==> src/rtl/mips_isa_pkg.sv <==
// Shared MIPS ISA constants: opcodes, loader instruction-class codes and loader FSM states.
package mips_isa_pkg;

    localparam logic [5:0] OP_RTYPE = 6'h00;
    localparam logic [5:0] OP_J     = 6'h02;
    localparam logic [5:0] OP_JAL   = 6'h03;
    localparam logic [5:0] OP_BEQ   = 6'h04;
    localparam logic [5:0] OP_BNE   = 6'h05;
    localparam logic [5:0] OP_ADDI  = 6'h08;
    localparam logic [5:0] OP_ANDI  = 6'h0c;
    localparam logic [5:0] OP_ORI   = 6'h0d;
    localparam logic [5:0] OP_LUI   = 6'h0f;
    localparam logic [5:0] OP_LW    = 6'h23;
    localparam logic [5:0] OP_SW    = 6'h2b;

    localparam logic [5:0] FUNCT_JR = 6'h08;

    localparam logic [3:0] CLS_ADDI = 4'h1;
    localparam logic [3:0] CLS_ORI  = 4'h2;
    localparam logic [3:0] CLS_ANDI = 4'h3;
    localparam logic [3:0] CLS_LUI  = 4'h4;
    localparam logic [3:0] CLS_SW   = 4'h5;
    localparam logic [3:0] CLS_LW   = 4'h6;
    localparam logic [3:0] CLS_BEQ  = 4'h7;
    localparam logic [3:0] CLS_BNE  = 4'h8;
    localparam logic [3:0] CLS_J    = 4'h9;
    localparam logic [3:0] CLS_JAL  = 4'hA;
    localparam logic [3:0] CLS_JR   = 4'hB;
    localparam logic [3:0] CLS_R    = 4'hF;

    typedef enum logic [2:0] {
        ST_IDLE  = 3'd0,
        ST_LOAD  = 3'd1,
        ST_DRAIN = 3'd2,
        ST_DONE  = 3'd3,
        ST_TRAP  = 3'd4
    } loaderState_t;

endpackage

==> src/rtl/mips_instr_enc.sv <==
// Combinational MIPS word packer: instruction class plus fields -> 32-bit word and illegal flag.
module mips_instr_enc
    import mips_isa_pkg::*;
(
    input  logic [3:0]  instrClass,
    input  logic [4:0]  rs,
    input  logic [4:0]  rt,
    input  logic [4:0]  rd,
    input  logic [4:0]  shamt,
    input  logic [5:0]  funct,
    input  logic [15:0] imm,
    input  logic [25:0] target,
    output logic [31:0] word,
    output logic        illegal
);

    always_comb begin
        word    = 32'h0000_0000;
        illegal = 1'b0;
        case (instrClass)
            CLS_R:    word = {OP_RTYPE, rs, rt, rd, shamt, funct};
            CLS_JR:   word = {OP_RTYPE, rs, 15'd0, FUNCT_JR};
            CLS_LUI:  word = {OP_LUI, 5'd0, rt, imm};
            CLS_ADDI: word = {OP_ADDI, rs, rt, imm};
            CLS_ORI:  word = {OP_ORI, rs, rt, imm};
            CLS_ANDI: word = {OP_ANDI, rs, rt, imm};
            CLS_SW:   word = {OP_SW, rs, rt, imm};
            CLS_LW:   word = {OP_LW, rs, rt, imm};
            CLS_BEQ:  word = {OP_BEQ, rs, rt, imm};
            CLS_BNE:  word = {OP_BNE, rs, rt, imm};
            CLS_J:    word = {OP_J, target};
            CLS_JAL:  word = {OP_JAL, target};
            // Unknown classes become a nop so a careless program cannot emit garbage.
            default:  illegal = 1'b1;
        endcase
    end

endmodule

==> src/rtl/mips_instr_encoder_loader.sv <==
// Encodes instruction fields, buffers words in a small FIFO and writes them to sequential addresses.
// Optional macro ENC_ILLEGAL_TRAP_EN: an unknown class halts loading in a TRAP state instead of writing a nop.
module mips_instr_encoder_loader
    import mips_isa_pkg::*;
#(
    parameter int                ADDR_W     = 32,
    parameter logic [ADDR_W-1:0] BASE_ADDR  = 'h0040_0000,
    parameter int                FIFO_DEPTH = 4
) (
    input  logic              clk,
    input  logic              reset,
    input  logic              start,
    input  logic              in_valid,
    output logic              in_ready,
    input  logic              in_last,
    input  logic [3:0]        in_class,
    input  logic [4:0]        in_rs,
    input  logic [4:0]        in_rt,
    input  logic [4:0]        in_rd,
    input  logic [4:0]        in_shamt,
    input  logic [5:0]        in_funct,
    input  logic [15:0]       in_imm,
    input  logic [25:0]       in_target,
    output logic              mem_we,
    output logic [ADDR_W-1:0] mem_addr,
    output logic [31:0]       mem_wdata,
    input  logic              mem_ready,
    output logic              busy,
    output logic              done,
    output logic [15:0]       count,
    output logic              illegal
);

    localparam int PTR_W = $clog2(FIFO_DEPTH);

    loaderState_t stateReg, stateNext;

    logic [31:0]      fifoMem [FIFO_DEPTH];
    logic [PTR_W:0]   wrPtrReg, rdPtrReg;
    logic [ADDR_W-1:0] memAddrReg;
    logic [15:0]      countReg;
    logic             illegalReg;

    logic [31:0] encWord;
    logic        encIllegal;
    logic        fifoEmpty, fifoFull;
    logic        accept, doPush, doPop, startHonoured;

    mips_instr_enc encoder (
        .instrClass (in_class),
        .rs         (in_rs),
        .rt         (in_rt),
        .rd         (in_rd),
        .shamt      (in_shamt),
        .funct      (in_funct),
        .imm        (in_imm),
        .target     (in_target),
        .word       (encWord),
        .illegal    (encIllegal)
    );

    // Extra pointer MSB distinguishes full from empty when the index bits match.
    assign fifoEmpty = (wrPtrReg == rdPtrReg);
    assign fifoFull  = (wrPtrReg[PTR_W] != rdPtrReg[PTR_W]) &&
                       (wrPtrReg[PTR_W-1:0] == rdPtrReg[PTR_W-1:0]);

    assign in_ready      = (stateReg == ST_LOAD) && !fifoFull;
    assign accept        = in_valid && in_ready;
    assign doPop         = mem_we && mem_ready;
    assign startHonoured = start && ((stateReg == ST_IDLE) || (stateReg == ST_DONE));

`ifdef ENC_ILLEGAL_TRAP_EN
    assign doPush = accept && !encIllegal;
`else
    assign doPush = accept;
`endif

    always_ff @(posedge clk) begin
        if (doPush) begin
            fifoMem[wrPtrReg[PTR_W-1:0]] <= encWord;
        end
    end

    always_ff @(posedge clk or posedge reset) begin
        if (reset) begin
            stateReg   <= ST_IDLE;
            wrPtrReg   <= '0;
            rdPtrReg   <= '0;
            memAddrReg <= BASE_ADDR;
            countReg   <= 16'd0;
            illegalReg <= 1'b0;
        end else begin
            stateReg <= stateNext;
            if (doPush) begin
                wrPtrReg <= wrPtrReg + (PTR_W+1)'(1);
            end
            if (startHonoured) begin
                memAddrReg <= BASE_ADDR;
                countReg   <= 16'd0;
                illegalReg <= 1'b0;
            end else begin
                if (doPop) begin
                    rdPtrReg   <= rdPtrReg + (PTR_W+1)'(1);
                    memAddrReg <= memAddrReg + ADDR_W'(4);
                    if (countReg != 16'hFFFF) begin
                        countReg <= countReg + 16'd1;
                    end
                end
                if (accept && encIllegal) begin
                    illegalReg <= 1'b1;
                end
            end
        end
    end

    always_comb begin
        stateNext = stateReg;
        case (stateReg)
            ST_IDLE:  if (start) stateNext = ST_LOAD;
            ST_LOAD: begin
                if (accept) begin
`ifdef ENC_ILLEGAL_TRAP_EN
                    if (encIllegal)   stateNext = ST_TRAP;
                    else if (in_last) stateNext = ST_DRAIN;
`else
                    if (in_last) stateNext = ST_DRAIN;
`endif
                end
            end
            ST_DRAIN: if (fifoEmpty) stateNext = ST_DONE;
            ST_DONE:  if (start) stateNext = ST_LOAD;
            ST_TRAP:  stateNext = ST_TRAP;
            default:  stateNext = ST_IDLE;
        endcase
    end

    assign mem_we    = !fifoEmpty;
    assign mem_addr  = memAddrReg;
    assign mem_wdata = fifoEmpty ? 32'h0000_0000 : fifoMem[rdPtrReg[PTR_W-1:0]];
    assign busy      = (stateReg == ST_LOAD) || (stateReg == ST_DRAIN);
    assign done      = (stateReg == ST_DONE);
    assign count     = countReg;
    assign illegal   = illegalReg;

endmodule

==> config.mk <==
export PLATFORM = sky130hd
export DESIGN_NAME = mips_instr_encoder_loader
export DESIGN_NICKNAME = d
export VERILOG_FILES = /design/src/rtl/mips_isa_pkg.sv /design/src/rtl/mips_instr_enc.sv /design/src/rtl/mips_instr_encoder_loader.sv
export SDC_FILE = /design/constraint.sdc
export NUM_CORES = 1
export LEC_CHECK = 0
export ABC_AREA = 1
export CAP_MARGIN = 0
export CORE_UTILIZATION = 40
export CTS_CLUSTER_DIAMETER = 40
export CTS_CLUSTER_SIZE = 30
export DETAILED_ROUTE_END_ITERATION = 12
export PLACE_DENSITY = 0.59
export SYNTH_ARGS = -nofsm -noshare
export SYNTH_HDL_FRONTEND = slang
export SYNTH_HIERARCHICAL = 1
export SYNTH_SLANG_ARGS = --single-unit
export TNS_END_PERCENT = 30
==> constraint.sdc <==
create_clock -name clk -period 8.2 [get_ports clk]
set_input_delay 1.64 -clock clk [delete_from_list [all_inputs] [get_ports clk]]
set_output_delay 1.64 -clock clk [all_outputs]
set_load 0.02 [all_outputs]
==> metrics.txt, run 1 <==
final instance area=12,600 um2; MaxCap Viol Count=0; Synth-to-Final Area Change=23.3%; Worst R2R Path Depth=11; placed cell area=approximately 12,000 um2; setup_tns=0 ns; Post-CTS Setup Bufs=0; initial antenna violation count=0; worst-case clock buffer depth=2; DRC violations left=0; RSZ-0062 raised after global routing=false; synthesized area=a little over 10,000 um2; Synth Area in Compound Gates=0.0837; Final Util=0.502; Post-synth EDFFs=128; WL final=about 26,000 um; clk_lat worst skew=between 0.4 and 0.5 ns; syn_area_per_cell=8.00 um2; CTS H-tree depth=4; Chip Height=~160 um; IO Count=163; FMAX=193 MHz; hold_sp=stateReg[1]$_DFFE_PP0P_; Detail Route Antenna Nets=0; Post-synth ARST share=0.304; Starting DRT DRC Count=751; largest family of logic cells by synthesized area=simple AND/OR/NAND/NOR gates; Resized Gates After CTS=0; pre-CTS setup slack=between 3 and 4 ns; diode count=0; status=complete, no violations; HP Class=flip-flop to flip-flop; fin worst setup slack=3.03 ns; detailed-placement wirelength estimate=approximately 17,000 um; RePlAce Congestion=0.888; yosys synthesis warning count=6; WL/cell=15.0 um; final worst path period share=0.630; Critical Path Sink Type=primary output; Initial DRT Pass Iterations=6; die area=26,300 um2; Crit Path Class=flip-flop to primary output; Worst Clk Skew=about 0.013 ns; via count=8,778; port bufs=160; vias in the first global route=8,148; Post-Synth XOR/XNOR Area=0.0145; top_reg_cell synth=edfxtp_1; Simple-Gate Fraction of Synth Area=0.292; initial cell density of the core=0.407; Sink Count=184; Critical R2R Launch=rdPtrReg[0]$_DFFE_PP0P_; global-route wire length before repair=42,700 um; Leakage=roughly 5.3 nW; hold_buf cts=0; fin crit period=5.17 ns; root buffer cell=clkbuf_16; Nets=1,490; Hold Path Stages=2; CTS tree=yes; post-synthesis sequential area ratio=0.511; Synth Register Bits=184; PwrDens=~290 nW/um2; post-synth cell types=35; Num CTS Buffers=17; Worst VDD drop=0.000169 V; pin count of the biggest net entering global routing=68; clk slew on worst S/H paths=0.07 ns; Worst Path Max Fanout=67; Final Hold Viols=0; share of cells above drive strength 1=0.0599; multiplexer share of the synthesized area=0; CP Data Required Time=6.56 ns; std cell rows=58; Worst Tran Pin Value=about 1.1 ns; DR vias/cell=~5.0; crit path DAT=3.53 ns; # fillers=about 2,400; Core ar.=25,200 um2; post-synthesis adder-cell area fraction=0.00854; Slew headroom=0.274; GR Util All Layers=0.208; Die W=162 um; Startpoint Class=flip-flop; grt ovf=0; Syn Inst Count=around 1,300; max-slew violations=0; Setup violations, final=0; crit path from=rdPtrReg[0]$_DFFE_PP0P_
final timing paths:
path | to | slack [ns]
min in group asynchronous | stateReg[2]$_DFFE_PP0P_ | 1.74
setup reg to reg | count[9]$_DFFE_PP0P_ | 4.41
hold reg to reg | stateReg[1]$_DFFE_PP0P_ | 0.50
hold / removal | stateReg[1]$_DFFE_PP0P_ | 0.50
setup / recovery | mem_wdata[18] | 3.03
max in group asynchronous | rdPtrReg[0]$_DFFE_PP0P_ | 5.93
where the power goes:
part           internal (W)  total [W]  leakage [nW]  switching (W)
registers           0.00113    0.00119          1.92      0.0000612
clock network      0.000475   0.000875         0.309       0.000400
logic              0.000570    0.00155          3.09       0.000980
total               0.00217    0.00362          5.32        0.00144
per-stage QoR:
| stage | total power (W) | instances | hold slack [ns] |
|---|---|---|---|
| finish | 0.00362 | 1748 | 0.500 |
| global route | 0.00385 | 1748 | 0.533 |
| CTS | 0.00366 | 1748 | 0.504 |
| detailed placement | 0.00278 | 1716 | 0.487 |
| global placement | 0.00277 | 1716 | 0.493 |
| floorplan | 0.00216 | 1283 | 0.464 |
cell usage in the layout (no fill, tap or decap), types with 9 or more instances in the layout:
cell type,count
xor2_1,16
o21ai_1,27
o21ai_0,92
edfxtp_1,128
dfrtp_1,54
inv_2,9
nand2_1,321
nand3_1,114
clkdlybuf4s50_1,160
nand4_1,21
nor2_1,201
o22ai_1,32
clkbuf_16,17
inv_1,135
logic make-up after synthesis:
kind of cell             count (synthesis)
adder cells (fa/ha/maj)                  7
XOR/XNOR                                17
AO/OA/AOI/OAI                          162
other                                    2
flip-flops                             184
buffers and inverters                  210
AND/OR/NAND/NOR                        700
worst max-delay path, cell delays in order, from the launching register on:
cell,delay (ns)
dfrtp_2,0.39
buf_4,0.34
inv_2,0.88
nand2_1,0.10
nand2_1,0.17
nand3_4,0.39
nand2_1,0.22
inv_1,0.05
clkdlybuf4s50_1,0.53
per-layer routing:
metal	vias to the layer above	routed length, um	GRT usage
met3	21	1590	0.0322
met2	282	12300	0.345
li1	4426	-	-
met4	0	327	0.0502
met5	-	0	0
met1	4049	12000	0.285
state kept, by name, indices dropped and copies added, names as in the netlist:
| name | cells |
|---|---|
| rdPtrReg | 3 |
| stateReg | 3 |
| count | 16 |
| wrPtrReg | 3 |
| illegal | 1 |
| mem_addr | 30 |
| fifoMem | 128 |
synth_stat cells (all sizes together), types with 4 or more instances:
library cell,n,area [um2]
a21oi,8,40.0
buf,34,243
clkbuf,31,116
dfrtp,55,1380
edfxtp,128,3840
ha,7,87.6
inv,145,552
nand2,335,1320
nand3,117,616
nand4,21,131
nor2,213,845
nor3,6,30.0
o21ai,119,596
o22ai,32,200
or2,4,25.0
xor2,16,140
cell type report:
class                      count  area, um2  area share
clock buffer                  17        425      0.0336
clock inverter                15        226      0.0179
inverter                     145        552      0.0436
multi-input combinational    889       4120       0.326
sequential                   184       5250       0.415
tap                          330        413      0.0327
timing repair buffer         168       1660       0.131
Note: power is estimated with default switching activity, not from simulation.
==> inputs of run 2 (changes only) <==
--- a/config.mk
+++ b/config.mk
@@ -11,7 +11,7 @@
 export CTS_CLUSTER_DIAMETER = 40
 export CTS_CLUSTER_SIZE = 30
 export DETAILED_ROUTE_END_ITERATION = 12
-export PLACE_DENSITY = 0.59
+export PLACE_DENSITY = 0.62
 export SYNTH_ARGS = -nofsm -noshare
 export SYNTH_HDL_FRONTEND = slang
 export SYNTH_HIERARCHICAL = 1
==> constraint.sdc (replaced) <==
create_clock -name clk -period 4.36 [get_ports clk]
set_input_delay 0.872 -clock clk [delete_from_list [all_inputs] [get_ports clk]]
set_output_delay 0.872 -clock clk [all_outputs]
set_load 0.02 [all_outputs]
==> run 2 against run 1 <==
Net effect: worst setup slack worse by 2.4 ns; clock-buffer cell count unchanged; global-route usage down 0.13 points; critical path type unchanged.
==> metrics.txt, run 2 (synthesis results as in run 1) <==
Initial DRT Pass Iterations=5 (-1); Worst Path Max Fanout=66 (-1.5%); crit path DAT=2.83 ns (-0.70 ns); die area=26,300 um2 (unchanged); fin crit period=3.70 ns; Chip Height=162 um (unchanged); CTS tree=yes; std cell rows=58 (unchanged); clk_lat worst skew=0.44 ns (about the same); port bufs=160 (unchanged); Slew headroom=0.459 (+0.185); WL final=26,200 um (-0.15%); Critical Path Sink Type=primary output; Post-CTS Setup Bufs=0 (unchanged); crit path from=rdPtrReg[0]$_DFFE_PP0P_; global-route wire length before repair=42,500 um (-0.47%); register cell area after layout=5250 um2 (unchanged); Final Hold Viols=0 (unchanged); grt ovf=0 (unchanged); pre-CTS setup slack=1.11 ns (-2.30 ns); # fillers=2,404 (+0.92%); WL/cell=14.9 um (-0.44%); Starting DRT DRC Count=648 (-14%); Core ar.=25,200 um2 (unchanged); most frequent cells in the layout=nand2_1 (321), nor2_1 (201), clkdlybuf4s50_1 (160); hold_buf cts=0 (unchanged); worst-case clock buffer depth=2 (unchanged); max-slew violations=0 (unchanged); Crit Path Class=flip-flop to primary output; Die W=162 um (unchanged); met2 Usage GRT=0.357 (+0.0121); M3 GR Usage=0.0332 (+0.00102); status=complete, no violations; detailed-placement wirelength estimate=17,700 um (+3.4%); Placed Instances=1,721 (+0.29%); Worst Tran Pin Value=0.811 ns (-0.277 ns); pin count of the biggest net entering global routing=67 (-1.5%); initial antenna violation count=1 (+1); PwrDens=536 nW/um2 (+87%); RSZ-0062 raised after global routing=false; setup_tns=0 ns (unchanged); root buffer cell=clkbuf_16; max reg flops=128 (unchanged); initial cell density of the core=0.407 (unchanged); share of cells above drive strength 1=0.0625 (+0.00260); GR Util met1=0.268 (-0.0176); CP Data Required Time=3.49 ns (-3.07 ns); CTS H-tree depth=4 (unchanged); fin worst setup slack=0.656 ns (-2.38 ns); diode count=0 (unchanged); most common library cell in the layout ignoring fill and taps=nand2_1; Startpoint Class=flip-flop; Sink Count=184 (unchanged); FMAX=270 MHz; clk slew on worst S/H paths=0.07 ns (about the same); Leakage=5.34 nW (+0.42%); Detail Route Antenna Nets=0 (unchanged); RePlAce Congestion=0.891 (+0.30%); Worst VDD drop=0.000335 V (+99%); Worst Clk Skew=0.0161 ns (+0.00268 ns); GR Util All Layers=0.207 (-0.00134); Setup violations, final=0 (unchanged); Top Usage Layer GRT=met2; final worst path period share=0.850; Post-Layout Cell Count=1,753 (+0.29%); worst hold margin=0.513 ns (+0.0136 ns); hold_sp=wrPtrReg[2]$_DFFE_PP0N_; Critical R2R Launch=rdPtrReg[0]$_DFFE_PP0P_; Nets=1,495 (+0.34%); HP Class=flip-flop to flip-flop; via count=8,815 (+0.42%); IO Count=163 (unchanged); MaxCap Viol Count=0 (unchanged); DRC violations left=0 (unchanged); DR vias/cell=5.03 (+0.14%); Resized Gates After CTS=0 (unchanged); Synth-to-Final Area Change=23.6%; Num CTS Buffers=17 (unchanged); vias in the first global route=8,232 (+1.0%); multi-input logic area=4120 um2 (+0.12%)
[run 2: cell count changes in the layout (fill, tap and decap cells not counted)]
cell | before | now
inv_2 | 9 | 8
bufinv_16 | 2 | 0
buf_4 | 8 | 13
clkinv_1 | 0 | 1
nor2_4 | 6 | 7
inv_12 | 1 | 6
inv_8 | 5 | 3
inv_6 | 1 | 2
nor2_2 | 6 | 5
clkinvlp_4 | 2 | 0
[run 2: cell type report]
class,count,share of cell area
repair buffers,173,0.134
well taps,330,0.0326
clock buffers,17,0.0336
multi-input cells,889,0.325
inverters,145,0.0435
flip-flops and latches,184,0.414
clock inverters,15,0.0173
[run 2: worst paths after layout]
kind | endpoint | slack, ns | cells after the start
max | mem_wdata[16] | 0.66 | 7
min | wrPtrReg[2]$_DFFE_PP0N_ | 0.51 | 1
max reg2reg | count[12]$_DFFE_PP0P_ | 1.30 | 10
min reg2reg | wrPtrReg[2]$_DFFE_PP0N_ | 0.51 | 1
max in group asynchronous | mem_addr[4]$_DFFE_PP0P_ | 2.64 | 3
min in group asynchronous | count[8]$_DFFE_PP0P_ | 0.93 | 2
[run 2: per-layer routing]
layer,share of wire,up-vias
met3,0.047,25
met1,0.45,4117
met4,0.012,0
li1,-,4438
met5,0,-
met2,0.49,235
[run 2: through the flow]
| stage | area (um2) | utilization | power, W |
|---|---|---|---|
| floorplan | 10300 | - | 0.00407 |
| global placement | 12000 | 0.478 | 0.00521 |
| detailed placement | 12000 | 0.478 | 0.00525 |
| CTS | 12700 | 0.504 | 0.00688 |
| global route | 12700 | 0.504 | 0.00725 |
| finish | 12700 | 0.504 | 0.00679 |
[run 2: critical path: stages, from the launching register on]
cell,delay [ns]
dfrtp_2,0.37
buf_4,0.52
nand2_1,0.10
nand2_1,0.15
nand3_4,0.40
nand2_1,0.23
inv_1,0.06
clkdlybuf4s50_1,0.53
[run 2: where the power goes]
group / internal [W] / switching, W
clock: 0.000810 / 0.000810
combinational: 0.00109 / 0.00184
sequential: 0.00212 / 0.000120
total: 0.00402 / 0.00277
==> inputs of run 3 (changes only) <==
==> constraint.sdc (replaced) <==
create_clock -name clk -period 3.4 [get_ports clk]
set_input_delay 0.68 -clock clk [delete_from_list [all_inputs] [get_ports clk]]
set_output_delay 0.68 -clock clk [all_outputs]
set_load 0.02 [all_outputs]
==> run 3 against run 2 <==
Net effect: critical path depth rose by 2; design area rose by 0.44%; sequential share of layout area fell by 0.17 points; clock-buffer cell count did not move; global-route usage barely moved; first-iteration DRC count rose by 12%; sequential power rose by 29%; wire length rose by 0.52%; die area did not move; critical path type unchanged; largest cell class unchanged; largest power group unchanged; highest routed layer unchanged.
==> metrics.txt, run 3 (synthesis results as in run 1) <==
CP Data Required Time=2.72 ns (-0.77 ns); GR Util All Layers=0.207 (-0.000240); fin crit period=roughly 3.2 ns; vias in the first global route=8,245 (+0.16%); root buffer cell=clkbuf_16; WL final=26,300 um (+0.52%); Sink Count=184 (unchanged); Setup violations, final=0 (unchanged); CTS tree=yes; crit path DAT=2.55 ns (-0.28 ns); setup_tns=0 ns (unchanged); Synth-to-Final Area Change=24.2%; WL/cell=15.0 um (+0.23%); Initial DRT Pass Iterations=6 (+1); Post-Layout Cell Count=1,758 (+0.29%); Num CTS Buffers=17 (unchanged); Worst VDD drop=0.000363 V (+8.3%); most frequent cells in the layout=nand2_1 (321), nor2_1 (201), clkdlybuf4s50_1 (160); max-slew violations=0 (unchanged); initial antenna violation count=0 (-1); CP most frequent cell=nand2_1; port bufs=160 (unchanged); Nets=1,500 (+0.33%); Final Hold Viols=0 (unchanged); die area=26,300 um2 (unchanged); final worst path period share=0.949; clock network power share=0.228 (-0.010); Chip Height=162 um (unchanged); CTS H-tree depth=4 (unchanged); Crit Path Class=flip-flop to primary output; Critical Path Sink Type=primary output; Internal=0.00518 W (+29%); Worst Clk Skew=0.0131 ns (-0.00297 ns); IO Count=163 (unchanged); diode count=0 (unchanged); pin count of the biggest net entering global routing=67 (unchanged); final instance area=12,700 um2 (+0.44%); Logic pwr share=0.438 (+0.007); most common library cell in the layout ignoring fill and taps=nand2_1; initial cell density of the core=0.407 (unchanged); status=complete, no violations; Worst Tran Pin Value=1.24 ns (+0.429 ns); Switching Share=0.405 (-0.00270); Slew headroom=0.170 (-0.289); placed cell area=12,100 um2 (+0.62%); Top delay family on crit path=buffers and inverters; DRC violations left=0 (unchanged); Detail Route Antenna Nets=0 (unchanged); FMAX=310 MHz; RePlAce Congestion=0.867 (-2.7%); MaxCap Viol Count=0 (unchanged); global-route wire length before repair=42,400 um (about the same); detailed-placement wirelength estimate=17,900 um (+1.3%); Die W=162 um (unchanged); std cell rows=58 (unchanged); Startpoint Class=flip-flop; grt ovf=0 (unchanged); Worst Path Max Fanout=66 (unchanged); Core ar.=25,200 um2 (unchanged); via count=8,937 (+1.4%); RSZ-0062 raised after global routing=false; max reg flops=128 (unchanged); hold_buf cts=0 (unchanged); crit-path max cell delay=0.54 ns (about the same); worst-case clock buffer depth=2 (unchanged); clk_lat worst skew=0.43 ns (about the same); share of cells above drive strength 1=0.0665 (+0.00398); Seq pwr share=0.333 (+0.003); Power, Total=0.00871 W (+28%); Leakage=5.37 nW (+0.50%); sw power=0.00353 W (+27%); PwrDens=684 nW/um2 (+28%); Placed Instances=1,726 (+0.29%); Cell Chain, Critical Path=clkinv_1 > buf_12 > nand2_1 > nand2_1 > nand3_4 > buf_12 > nand2_1 > inv_1 > clkdlybuf4s50_1; crit path max-delay cell type=clkdlybuf4s50_1; HP Class=flip-flop to flip-flop; Starting DRT DRC Count=728 (+12%); DR vias/cell=5.08 (+1.1%); worst path buffer plus inverter count=5 (+2); clk slew on worst S/H paths=0.07 ns (about the same)
-- run 3: cell count changes in the layout (fill, tap and decap cells not counted) --
cell / before / now
inv_12: 6 / 1
buf_12: 0 / 3
inv_6: 2 / 3
clkinv_8: 5 / 7
dfrtp_1: 54 / 53
clkinv_4: 0 / 1
buf_6: 0 / 1
buf_4: 13 / 14
clkinvlp_4: 0 / 1
dfrtp_2: 1 / 2
-- run 3: cell type report --
type | count | area [um2]
clock inverters | 15 | 195
well taps | 330 | 413
fillers | 2413 | 12400
inverters | 145 | 552
repair buffers | 178 | 1780
multi-input cells | 889 | 4120
flip-flops and latches | 184 | 5250
clock buffers | 17 | 425
-- run 3: worst paths after layout --
check,cells after the start,slack [ns],startpoint,end
min reg2reg,2,0.51,stateReg[1]$_DFFE_PP0P_,stateReg[1]$_DFFE_PP0P_
min,2,0.51,stateReg[1]$_DFFE_PP0P_,stateReg[1]$_DFFE_PP0P_
max reg2reg,12,0.70,rdPtrReg[0]$_DFFE_PP0P_,count[10]$_DFFE_PP0P_
min in group asynchronous,2,0.64,reset,stateReg[2]$_DFFE_PP0P_
max,9,0.17,rdPtrReg[0]$_DFFE_PP0P_,mem_wdata[2]
max in group asynchronous,3,2.04,reset,mem_addr[22]$_DFFE_PP1P_
-- run 3: metrics by stage --
stage | hold slack, ns | util | setup slack [ns]
floorplan | 0.464 | - | 0.644
global placement | 0.493 | 0.481 | 0.507
detailed placement | 0.501 | 0.481 | 0.420
CTS | 0.518 | 0.506 | 0.0739
global route | 0.553 | 0.506 | 0.00544
finish | 0.511 | 0.506 | 0.174
-- run 3: per-layer routing --
metal | part of all wire | GRT usage | wire [um]
met1 | 0.45 | 0.281 | 11800
met2 | 0.48 | 0.340 | 12600
met3 | 0.061 | 0.0398 | 1610
met4 | 0.011 | 0.0485 | 282
met5 | 0 | 0 | 0
-- run 3: worst register-to-register path: stages (launching register included) --
cell,delay (ns)
dfrtp_2,0.43
clkinv_1,0.08
buf_12,0.26
nand2_1,0.10
nand2_1,0.12
nand3_4,0.19
buf_12,0.24
nand2_4,0.18
nand2_4,0.18
nand2_2,0.38
inv_1,0.26
nand2_1,0.12
nand2_1,0.05
-- run 3: timing repair --
item / in CTS / in global routing
gates resized for setup: 0 / 2
buffers inserted: 0 / 0
setup endpoints to repair: 0 / 7
-- run 3: power by group through the flow --
stage          sequential [W]  clock, W  combinational [W]
3_3_place_gp          0.00295         0            0.00383
6_report              0.00290   0.00199            0.00382
4_1_cts               0.00290   0.00202            0.00387
5_1_grt               0.00294   0.00211            0.00421
3_5_place_dp          0.00295         0            0.00386
2_1_floorplan         0.00295         0            0.00226
